`src/rtl/mac_pkg.sv`:
```
// Shared definitions for the MAC sequencer: FSM state encoding and the
// fixed datapath depth (A/B -> M -> P).
package mac_pkg;

   localparam int MAC_LAT = 3;

   typedef enum logic [2:0] {
      S_IDLE,
      S_CLEAR,
      S_RUN,
      S_DRAIN,
      S_DONE
   } state_t;

endpackage

```
`src/rtl/mac_vpipe.sv`:
```
// Valid and first-sample shift pipeline that tracks each accepted sample
// through the M and P register stages of the multiply-accumulate datapath.
module mac_vpipe #(
   parameter int DEPTH = 2
) (
   input  logic             clk,
   input  logic             rst,
   input  logic             accept_i,
   input  logic             first_i,
   output logic [DEPTH-1:0] v_o,
   output logic             f_last_o
);

   logic [DEPTH-1:0] v_q;
   logic [DEPTH-1:0] f_q;

   // NOTE: non-blocking so every stage shifts from its pre-edge value.
   always_ff @(posedge clk or posedge rst) begin
      if (rst) begin
         v_q <= '0;
         f_q <= '0;
      end else begin
         v_q <= {v_q[DEPTH-2:0], accept_i};
         f_q <= {f_q[DEPTH-2:0], accept_i & first_i};
      end
   end

   assign v_o      = v_q;
   assign f_last_o = f_q[DEPTH-1];

endmodule

```
`src/rtl/mac_sequencer.sv`:
```
// Control sequencer for a pipelined DSP multiply-accumulate: clears P, feeds
// len samples through A/B -> M -> P and pulses done when P holds the result.
module mac_sequencer
   import mac_pkg::*;
#(
   parameter int CNT_W = 8,
   parameter int LAT   = MAC_LAT   // only 3 is supported
) (
   input  logic             clk,
   input  logic             rst,
   input  logic             start,
   input  logic [CNT_W-1:0] len,
   input  logic             in_valid,
   output logic             in_ready,
   output logic             ce_ab,
   output logic             ce_m,
   output logic             ce_p,
   output logic             clr_p,
   output logic             acc_en,
   output logic             busy,
   output logic             done
);

   localparam int DEPTH = LAT - 1;

   state_t           state_q;
   logic [CNT_W-1:0] remaining_q;
   logic             first_q;
   logic             busy_q;
   logic             done_q;
   logic             clr_p_q;
   logic             accept;
   logic             f_last;
   logic [DEPTH-1:0] v;

   assign in_ready = (state_q == S_RUN) && (remaining_q != '0);
   assign accept   = in_valid & in_ready;

   mac_vpipe #(
      .DEPTH(DEPTH)
   ) u_vpipe (
      .clk     (clk),
      .rst     (rst),
      .accept_i(accept),
      .first_i (first_q),
      .v_o     (v),
      .f_last_o(f_last)
   );

   always_ff @(posedge clk or posedge rst) begin
      if (rst) begin
         state_q     <= S_IDLE;
         remaining_q <= '0;
         first_q     <= 1'b0;
         busy_q      <= 1'b0;
         done_q      <= 1'b0;
         clr_p_q     <= 1'b0;
      end else begin
         done_q  <= 1'b0;
         clr_p_q <= 1'b0;
         case (state_q)
            S_IDLE: begin
               if (start) begin
                  remaining_q <= len;
                  busy_q      <= 1'b1;
                  if (len == '0) begin
                     state_q <= S_DONE;
                     done_q  <= 1'b1;
                  end else begin
                     state_q <= S_CLEAR;
                     clr_p_q <= 1'b1;
                  end
               end
            end
            S_CLEAR: begin
               state_q <= S_RUN;
               first_q <= 1'b1;
            end
            S_RUN: begin
               if (accept) begin
                  first_q     <= 1'b0;
                  remaining_q <= (remaining_q == '0) ? '0 : remaining_q - CNT_W'(1);
                  if (remaining_q == CNT_W'(1)) state_q <= S_DRAIN;
               end
            end
            S_DRAIN: begin
               // Last sample has left the M stage, so this is its ce_p cycle.
               if (v[DEPTH-2:0] == '0) begin
                  state_q <= S_DONE;
                  done_q  <= 1'b1;
               end
            end
            S_DONE: begin
               state_q <= S_IDLE;
               busy_q  <= 1'b0;
            end
            default: state_q <= S_IDLE;
         endcase
      end
   end

   assign ce_ab  = accept;
   assign ce_m   = v[0];
   assign ce_p   = v[DEPTH-1];
   assign acc_en = v[DEPTH-1] & ~f_last;
   assign clr_p  = clr_p_q;
   assign busy   = busy_q;
   assign done   = done_q;

endmodule

```
`config.mk`:
```
export PLATFORM = sky130hd
export DESIGN_NAME = mac_sequencer
export DESIGN_NICKNAME = d
export VERILOG_FILES = /design/src/rtl/mac_pkg.sv /design/src/rtl/mac_vpipe.sv /design/src/rtl/mac_sequencer.sv
export SDC_FILE = /design/constraint.sdc
export NUM_CORES = 1
export LEC_CHECK = 0
export ABC_AREA = 1
export ABC_CLOCK_PERIOD_IN_PS = 2000
export BUFFER_PORTS_ARGS = -buffer_cell sky130_fd_sc_hd__buf_4
export CORE_UTILIZATION = 58
export CTS_BUF_LIST = sky130_fd_sc_hd__clkbuf_2
export CTS_CLUSTER_DIAMETER = 80
export DETAILED_ROUTE_END_ITERATION = 8
export PLACE_DENSITY = 0.82
export SLEW_MARGIN = 20
export SYNTH_ARGS = -nofsm -noshare
export SYNTH_HDL_FRONTEND = slang
export SYNTH_SLANG_ARGS = --single-unit
```
`constraint.sdc`:
```
create_clock -name clk -period 2 [get_ports clk]
set_input_delay 0.4 -clock clk [delete_from_list [all_inputs] [get_ports clk]]
set_output_delay 0.4 -clock clk [all_outputs]
set_load 0.02 [all_outputs]
```
==> reports/metrics.yaml, run 1 <==
place:
  portBuffers: 19
  dp_slack_ns: 0.293
  place.gp.congestion: 0.917
  place_hpwl_um: 1800
clock_tree:
  cts_buffer_depth: 2
  h-tree-depth: 1
  cts_inserted_buffers: 3
  cts_root_buf: "clkbuf_2"
  insertion_delay_ns: 0.33
  numClockSinks: 19
  ctsHoldBuffers: 0
  cts_tree: "yes"
  cts.reportedPaths.clkPinSlew_ns: 0.19
yosys:
  muxShareOfSynthArea_pct: 0
  synth_compound_area_share_pct: 8.10
  synth-xor-area-share_pct: 1.44
  yosysWarnings: 0
  syn_inst: 156
  ys_seq_elements: 19
  synth.avg_cell_area_um2: 7.82
  synth-simple-area-share_pct: 40.2
  synth_fa_ha_area_share_pct: 3.08
  seq_area_frac_synth_pct: 39.0
  syn_area_mm2: 0.00122
  synth_top_family_by_area: "simple AND/OR/NAND/NOR gates"
  ys_types: 24
  synth_fp_nets: 171
drt:
  wl_per_cell_um: 12.7
  wl_um: 2750
  viasPerCell: 5.15
  postRouteAntennaNets: 0
  initialDrtViolationCount: 38
  drc: 0
  firstDrtPassIters: 4
  dr_total_vias: 1112
pwr:
  p_leak_nw: 0.842
  pwr-share-comb_pct: 62.3
  power.density_mw_per_mm2: 1510
  peakVddDrop_mv: 0.905
  p_int_w: 0.00116
  netSwitchingFraction_pct: 49.0
  pwr-share-seq_pct: 30.0
  p_switching_w: 0.00112
  p_clk_share_pct: 7.6
finish:
  drive_gt1_share_pct: 31.7
  syn2layout_area_growth_pct: 23.5
  num_antenna_cells: 0
  layout.nets: 205
  fillCellCount: 126
hold_path:
  hold_path.class: "in2async"
global_routing:
  antenna_found_initial: 0
  grt_usage_pct: 23.5
  grt_pass1_vias: 890
  grt_max_degree: 20
  grt_pass1_wl_um: 3680
  grt_overflow: 0
sta:
  worst_slew_margin_rel_pct: 52.8
  fmax_ghz: 0.519
  hold_viol: 0
  drv_slew: 0
  finalCriticalPeriod_ns: 1.93
  skew_ns: 0.00745
  fin_tns_setup_ns: 0
  period_share_pct: 96.3
  rsz0062_at_grt: "no"
  worst_slack_ns: 0.0749
  worst_slew_pin_slew_ns: 0.707
  setup_violations: 0
setup_path:
  worstPathArrival_ns: 1.53
  path_class: "reg2out"
  cp_max_fo: 4
  critPathCaptureType: "output port"
  critPathLaunchType: "flip-flop"
  required_ns: 1.60
  reg2reg_setup_slack_ns: 0.37
outcome:
  status: "complete, no violations"
floorplanning:
  initial_core_util_pct: 62.2
  die-width_um: 47.9
  core.rowCount: 16
  pin_count: 20
  core-area_mm2: 0.00196
  die_h_um: 47.9
  dieArea_mm2: 0.00229
job:
  max_cap_viol_count: 0
## per-layer routing
metal	part of all wire, %	GRT usage (%)	up-vias
met4	1.9	11.7	0
met3	3.3	3.77	6
met5	0	0	-
met1	41	29.1	512
li1	-	-	557
met2	53	39.5	37
## worst max-delay path, cell delays in order (launching register included)
cell	delay [ns]
dfrtp_1	0.47
nor2_4	0.17
nand2_4	0.10
nor2_8	0.15
nor2_8	0.06
buf_4	0.13
buf_6	0.12
## kinds of logic after synthesis
logic type                 count (synthesis)
and+or+nand+nor                           95
buffers and inverters                     22
DFF                                       19
AOI/OAI and AO/OA                         15
adders and majority gates                  3
xor gates and xnor gates                   2
## path summary, 6_finish.rpt
check                                       to  cells after the start           start
worst min register to register  u_vpipe.f_q[1]                      0  u_vpipe.f_q[0]
min in group clk                u_vpipe.f_q[0]                      3        in_valid
worst min-delay path                state_q[2]                      2             rst
max in group asynchronous       remaining_q[4]                      2             rst
worst max register to register  remaining_q[6]                     11  remaining_q[0]
worst max-delay path                  in_ready                      6  remaining_q[5]
## registers in the layout, indices dropped and copies added, names as in the netlist
register / flops
remaining_q: 8
state_q: 3
u_vpipe.f_q: 2
u_vpipe.v_o: 2
busy: 1
clr_p: 1
done: 1
first_q: 1
## cell usage in the layout, fill, tap and decap left out, drive strengths merged
cell     count
clkbuf       3
xor2         1
nand4        3
nor3         1
nand3       11
buf         31
ha           3
nor2        25
nand3b       1
dfrtp       19
o21ai       10
o2bb2ai      1
o32ai        2
xnor2        1
inv         19
o21bai       2
clkinv       2
nand2       54
## through the flow
step | total power, W | area, um^2 | utilization, % | hold WS, ns | instances
2_1_floorplan | 0.00163 | 1220 | - | 0.331 | 156
3_3_place_gp | 0.00181 | 1370 | 69.9 | 0.336 | 200
3_5_place_dp | 0.00185 | 1370 | 69.9 | 0.345 | 200
4_1_cts | 0.00208 | 1420 | 72.6 | 0.178 | 208
5_1_grt | 0.00245 | 1510 | 76.8 | 0.222 | 216
6_report | 0.00228 | 1510 | 76.8 | 0.152 | 216
## what timing repair did
| item | 4_1_cts | 5_1_grt |
|---|---|---|
| resized for setup | 3 | 7 |
| hold endpoints to repair | 0 | 0 |
| cloned | 0 | 0 |
| buffers inserted | 4 | 8 |
| setup endpoints to repair | 1 | 1 |
| pin swaps | 1 | 6 |
## cells in the mapped netlist (all sizes together)
| cell | number | share of area, % |
|---|---|---|
| buf | 2 | 2.1 |
| dfrtp | 19 | 39 |
| ha | 3 | 3.1 |
| nand4 | 3 | 1.5 |
| o32ai | 2 | 1.4 |
| o2bb2ai | 1 | 0.72 |
| xor2 | 1 | 0.72 |
| nand2 | 54 | 21 |
| inv | 19 | 5.8 |
| nor2 | 25 | 12 |
| nand3 | 11 | 5.5 |
| clkinv | 1 | 0.31 |
| o21ai | 10 | 4.7 |
| nand3b | 1 | 0.62 |
| nor3 | 1 | 0.41 |
| o21bai | 2 | 1.2 |
| xnor2 | 1 | 0.72 |
## power groups by stage
stage | combinational, W | sequential, W | clock (W)
2_1_floorplan | 0.000938 | 0.000691 | 0
3_3_place_gp | 0.00113 | 0.000677 | 0
3_5_place_dp | 0.00117 | 0.000683 | 0
4_1_cts | 0.00123 | 0.000675 | 0.000176
5_1_grt | 0.00156 | 0.000705 | 0.000193
6_report | 0.00142 | 0.000685 | 0.000174
## layout make-up
class | count | area [um^2] | share of cell area [%]
clock inverters | 1 | 5.00 | 0.332
flip-flops and latches | 19 | 478 | 31.7
clock buffers | 3 | 15.0 | 0.997
well taps | 27 | 33.8 | 2.24
repair buffers | 31 | 240 | 15.9
multi-input cells | 115 | 659 | 43.8
inverters | 20 | 75.1 | 4.98
No activity file was read; power rests on OpenSTA's default activity.
==> run 2: changes to the inputs <==
--- a/config.mk
+++ b/config.mk
@@ -6,7 +6,7 @@
 export NUM_CORES = 1
 export LEC_CHECK = 0
 export ABC_AREA = 1
-export ABC_CLOCK_PERIOD_IN_PS = 2000
+export ABC_CLOCK_PERIOD_IN_PS = 1800
 export BUFFER_PORTS_ARGS = -buffer_cell sky130_fd_sc_hd__buf_4
 export CORE_UTILIZATION = 58
 export CTS_BUF_LIST = sky130_fd_sc_hd__clkbuf_2
==> constraint.sdc (replaced) <==
create_clock -name clk -period 1.8 [get_ports clk]
set_input_delay 0.36 -clock clk [delete_from_list [all_inputs] [get_ports clk]]
set_output_delay 0.36 -clock clk [all_outputs]
set_load 0.02 [all_outputs]
==> reports/metrics.yaml, run 2 (synthesis results as in run 1) <==
drt:
  drc: 0  # unchanged
  wl_per_cell_um: 12.0  # -5.5%
  dr_total_vias: 1126  # +1.3%
  viasPerCell: 5.17  # +0.33%
  postRouteAntennaNets: 0  # unchanged
  firstDrtPassIters: 5  # +1
  initialDrtViolationCount: 28  # -26%
  wl_um: 2620  # -4.6%
place:
  portBuffers: 19  # unchanged
  place.gp.congestion: 0.898  # -2.1%
  dpl-instance-area_mm2: 0.00138  # +0.55%
  place_hpwl_um: 1870  # +4.2%
  dp_slack_ns: 0.105  # -0.187 ns
finish:
  syn2layout_area_growth_pct: 24.6
  reg.largest.list: "remaining_q: 8 flops, state_q: 3 flops"
  final_common_cell: "nand2_1"
  largest_reg_flops: 8  # unchanged
  layout_common_cells: "nand2_1 (43), buf_4 (32), nor2_1 (20)"
  multiInputGateArea_um2: 659  # unchanged
  register_area_um2: 478  # unchanged
  fillCellCount: 141  # +12%
  drive_gt1_share_pct: 32.5  # +0.71 points
  num_antenna_cells: 0  # unchanged
  regMostFlops: "remaining_q"
  design_area_mm2: 0.00152  # +0.91%
  layout.nets: 207  # +0.98%
setup_path:
  reg2reg_to: "remaining_q[3]"
  reg2reg_setup_slack_ns: 0.15  # -0.22 ns
  required_ns: 1.44  # -0.16 ns
  critPathLaunchType: "flip-flop"
  critPathCaptureType: "output port"
  crit_chain: "inv_2 > ha_4 > nand2_4 > nor2_8 > nor2_8 > nand2_4 > inv_4 > buf_6"
  slowest_delay_ns: 0.44  # -0.03 ns
  slowest_stage: "dfrtp_1"
  cp_max_fo: 4  # unchanged
  rr_worst_depth: 11  # unchanged
  r2r_start: "remaining_q[0]"
  timing.critical_path.from: "remaining_q[0]"
  worstPathArrival_ns: 1.46  # -0.07 ns
  path_class: "reg2out"
  cp-endpoint: "ce_ab"
pwr:
  p_switching_w: 0.00121  # +8.4%
  pwr-share-comb_pct: 63.2  # +0.9 points
  p_clk_share_pct: 7.4  # -0.2 points
  p_int_w: 0.00131  # +13%
  netSwitchingFraction_pct: 48.0  # -0.98 points
  peakVddDrop_mv: 1.04  # +15%
  p_leak_nw: 0.851  # +1.1%
  power.density_mw_per_mm2: 1660  # +9.6%
  pwr-share-seq_pct: 29.5  # -0.5 points
clock_tree:
  h-tree-depth: 1  # unchanged
  insertion_delay_ns: 0.32  # about the same
  cts_tree: "yes"
  ctsHoldBuffers: 0  # unchanged
  cts_inserted_buffers: 3  # unchanged
  numClockSinks: 19  # unchanged
  cts_root_buf: "clkbuf_2"
  cts.reportedPaths.clkPinSlew_ns: 0.18  # about the same
  cts_buffer_depth: 2  # unchanged
floorplanning:
  die_h_um: 47.9  # unchanged
  core-area_mm2: 0.00196  # unchanged
  core.rowCount: 16  # unchanged
  pin_count: 20  # unchanged
  dieArea_mm2: 0.00229  # unchanged
  initial_core_util_pct: 62.2  # unchanged
  die-width_um: 47.9  # unchanged
global_routing:
  antenna_found_initial: 0  # unchanged
  grt_max_degree: 20  # unchanged
  grt_overflow: 0  # unchanged
  grt_pass1_wl_um: 4080  # +11%
  grt_usage_pct: 25.9  # +2.4 points
  grt_pass1_vias: 995  # +12%
job:
  max_cap_viol_count: 0  # unchanged
sta:
  drv_slew: 0  # unchanged
  setup_violations: 1  # +1
  period_share_pct: 101
  finalCriticalPeriod_ns: 1.82
  worst_slack_ns: -0.0244  # -0.0993 ns
  hold_viol: 0  # unchanged
  fmax_ghz: 0.548
  worst_slew_pin_slew_ns: 0.711  # +0.00350 ns
  rsz0062_at_grt: "yes"
  skew_ns: 0.00217  # -0.00528 ns
  worst_slew_margin_rel_pct: 52.6  # -0.23 points
  fin_tns_setup_ns: -0.0244  # -0.0244 ns
outcome:
  violations: "setup timing"
  status: "complete, but fails checks"
hold_path:
  hold_path.class: "in2async"
-- run 2: critical path: cells and delay by family (launching register included) --
family	cells	cell delay, ns
flip-flops	1	0.44
AND/OR/NAND/NOR	4	0.33
buffers and inverters	3	0.24
adder cells (fa/ha/maj)	1	0.14
-- run 2: layer usage --
| layer | track usage (%) | up-vias | routed length [um] | share of wire (%) |
|---|---|---|---|---|
| met5 | 0 | - | 0 | 0 |
| met4 | 14.4 | 0 | 60 | 2.3 |
| met3 | 3.02 | 7 | 89 | 3.4 |
| met2 | 46.8 | 32 | 1370 | 52 |
| met1 | 29.3 | 524 | 1100 | 42 |
| li1 | - | 563 | - | - |
-- run 2: layout make-up --
type | instances | share of cell area, %
Clock buffer | 3 | 0.988
Clock inverter | 1 | 0.329
Inverter | 20 | 5.10
Multi-Input combinational cell | 115 | 43.4
Sequential cell | 19 | 31.4
Tap cell | 27 | 2.22
Timing Repair Buffer | 33 | 16.5
-- run 2: worst min path at each step --
stage	from	endpoint	slack (ns)
after floorplan	rst	busy	0.31
after global placement	u_vpipe.f_q[0]	u_vpipe.f_q[1]	0.34
after detailed placement	u_vpipe.f_q[0]	u_vpipe.f_q[1]	0.36
after CTS	rst	u_vpipe.v_o[1]	0.14
after global routing	rst	u_vpipe.v_o[1]	0.19
final	rst	u_vpipe.f_q[0]	0.13
-- run 2: repair_timing --
action / CTS / global route
setup buffers: 12 / 1
pin swaps: 5 / 1
endpoints found under the setup margin: 2 / 2
resized for setup: 9 / 1
-- run 2: per-stage QoR --
| stage | power (W) | instances | utilization, % | hold slack, ns |
|---|---|---|---|---|
| after global placement | 0.00203 | 201 | 70.3 | 0.336 |
| after CTS | 0.00247 | 217 | 77.0 | 0.139 |
| after global routing | 0.00273 | 218 | 77.5 | 0.187 |
| after floorplan | 0.00181 | 156 | - | 0.311 |
| final | 0.00252 | 218 | 77.5 | 0.125 |
| after detailed placement | 0.00207 | 201 | 70.3 | 0.360 |
-- run 2: power groups by stage --
stage / registers, W / logic [W] / clock network [W]
2_1_floorplan: 0.000768 / 0.00104 / 0
3_3_place_gp: 0.000754 / 0.00127 / 0
3_5_place_dp: 0.000765 / 0.00131 / 0
4_1_cts: 0.000745 / 0.00154 / 0.000189
5_1_grt: 0.000762 / 0.00176 / 0.000205
6_report: 0.000744 / 0.00159 / 0.000186
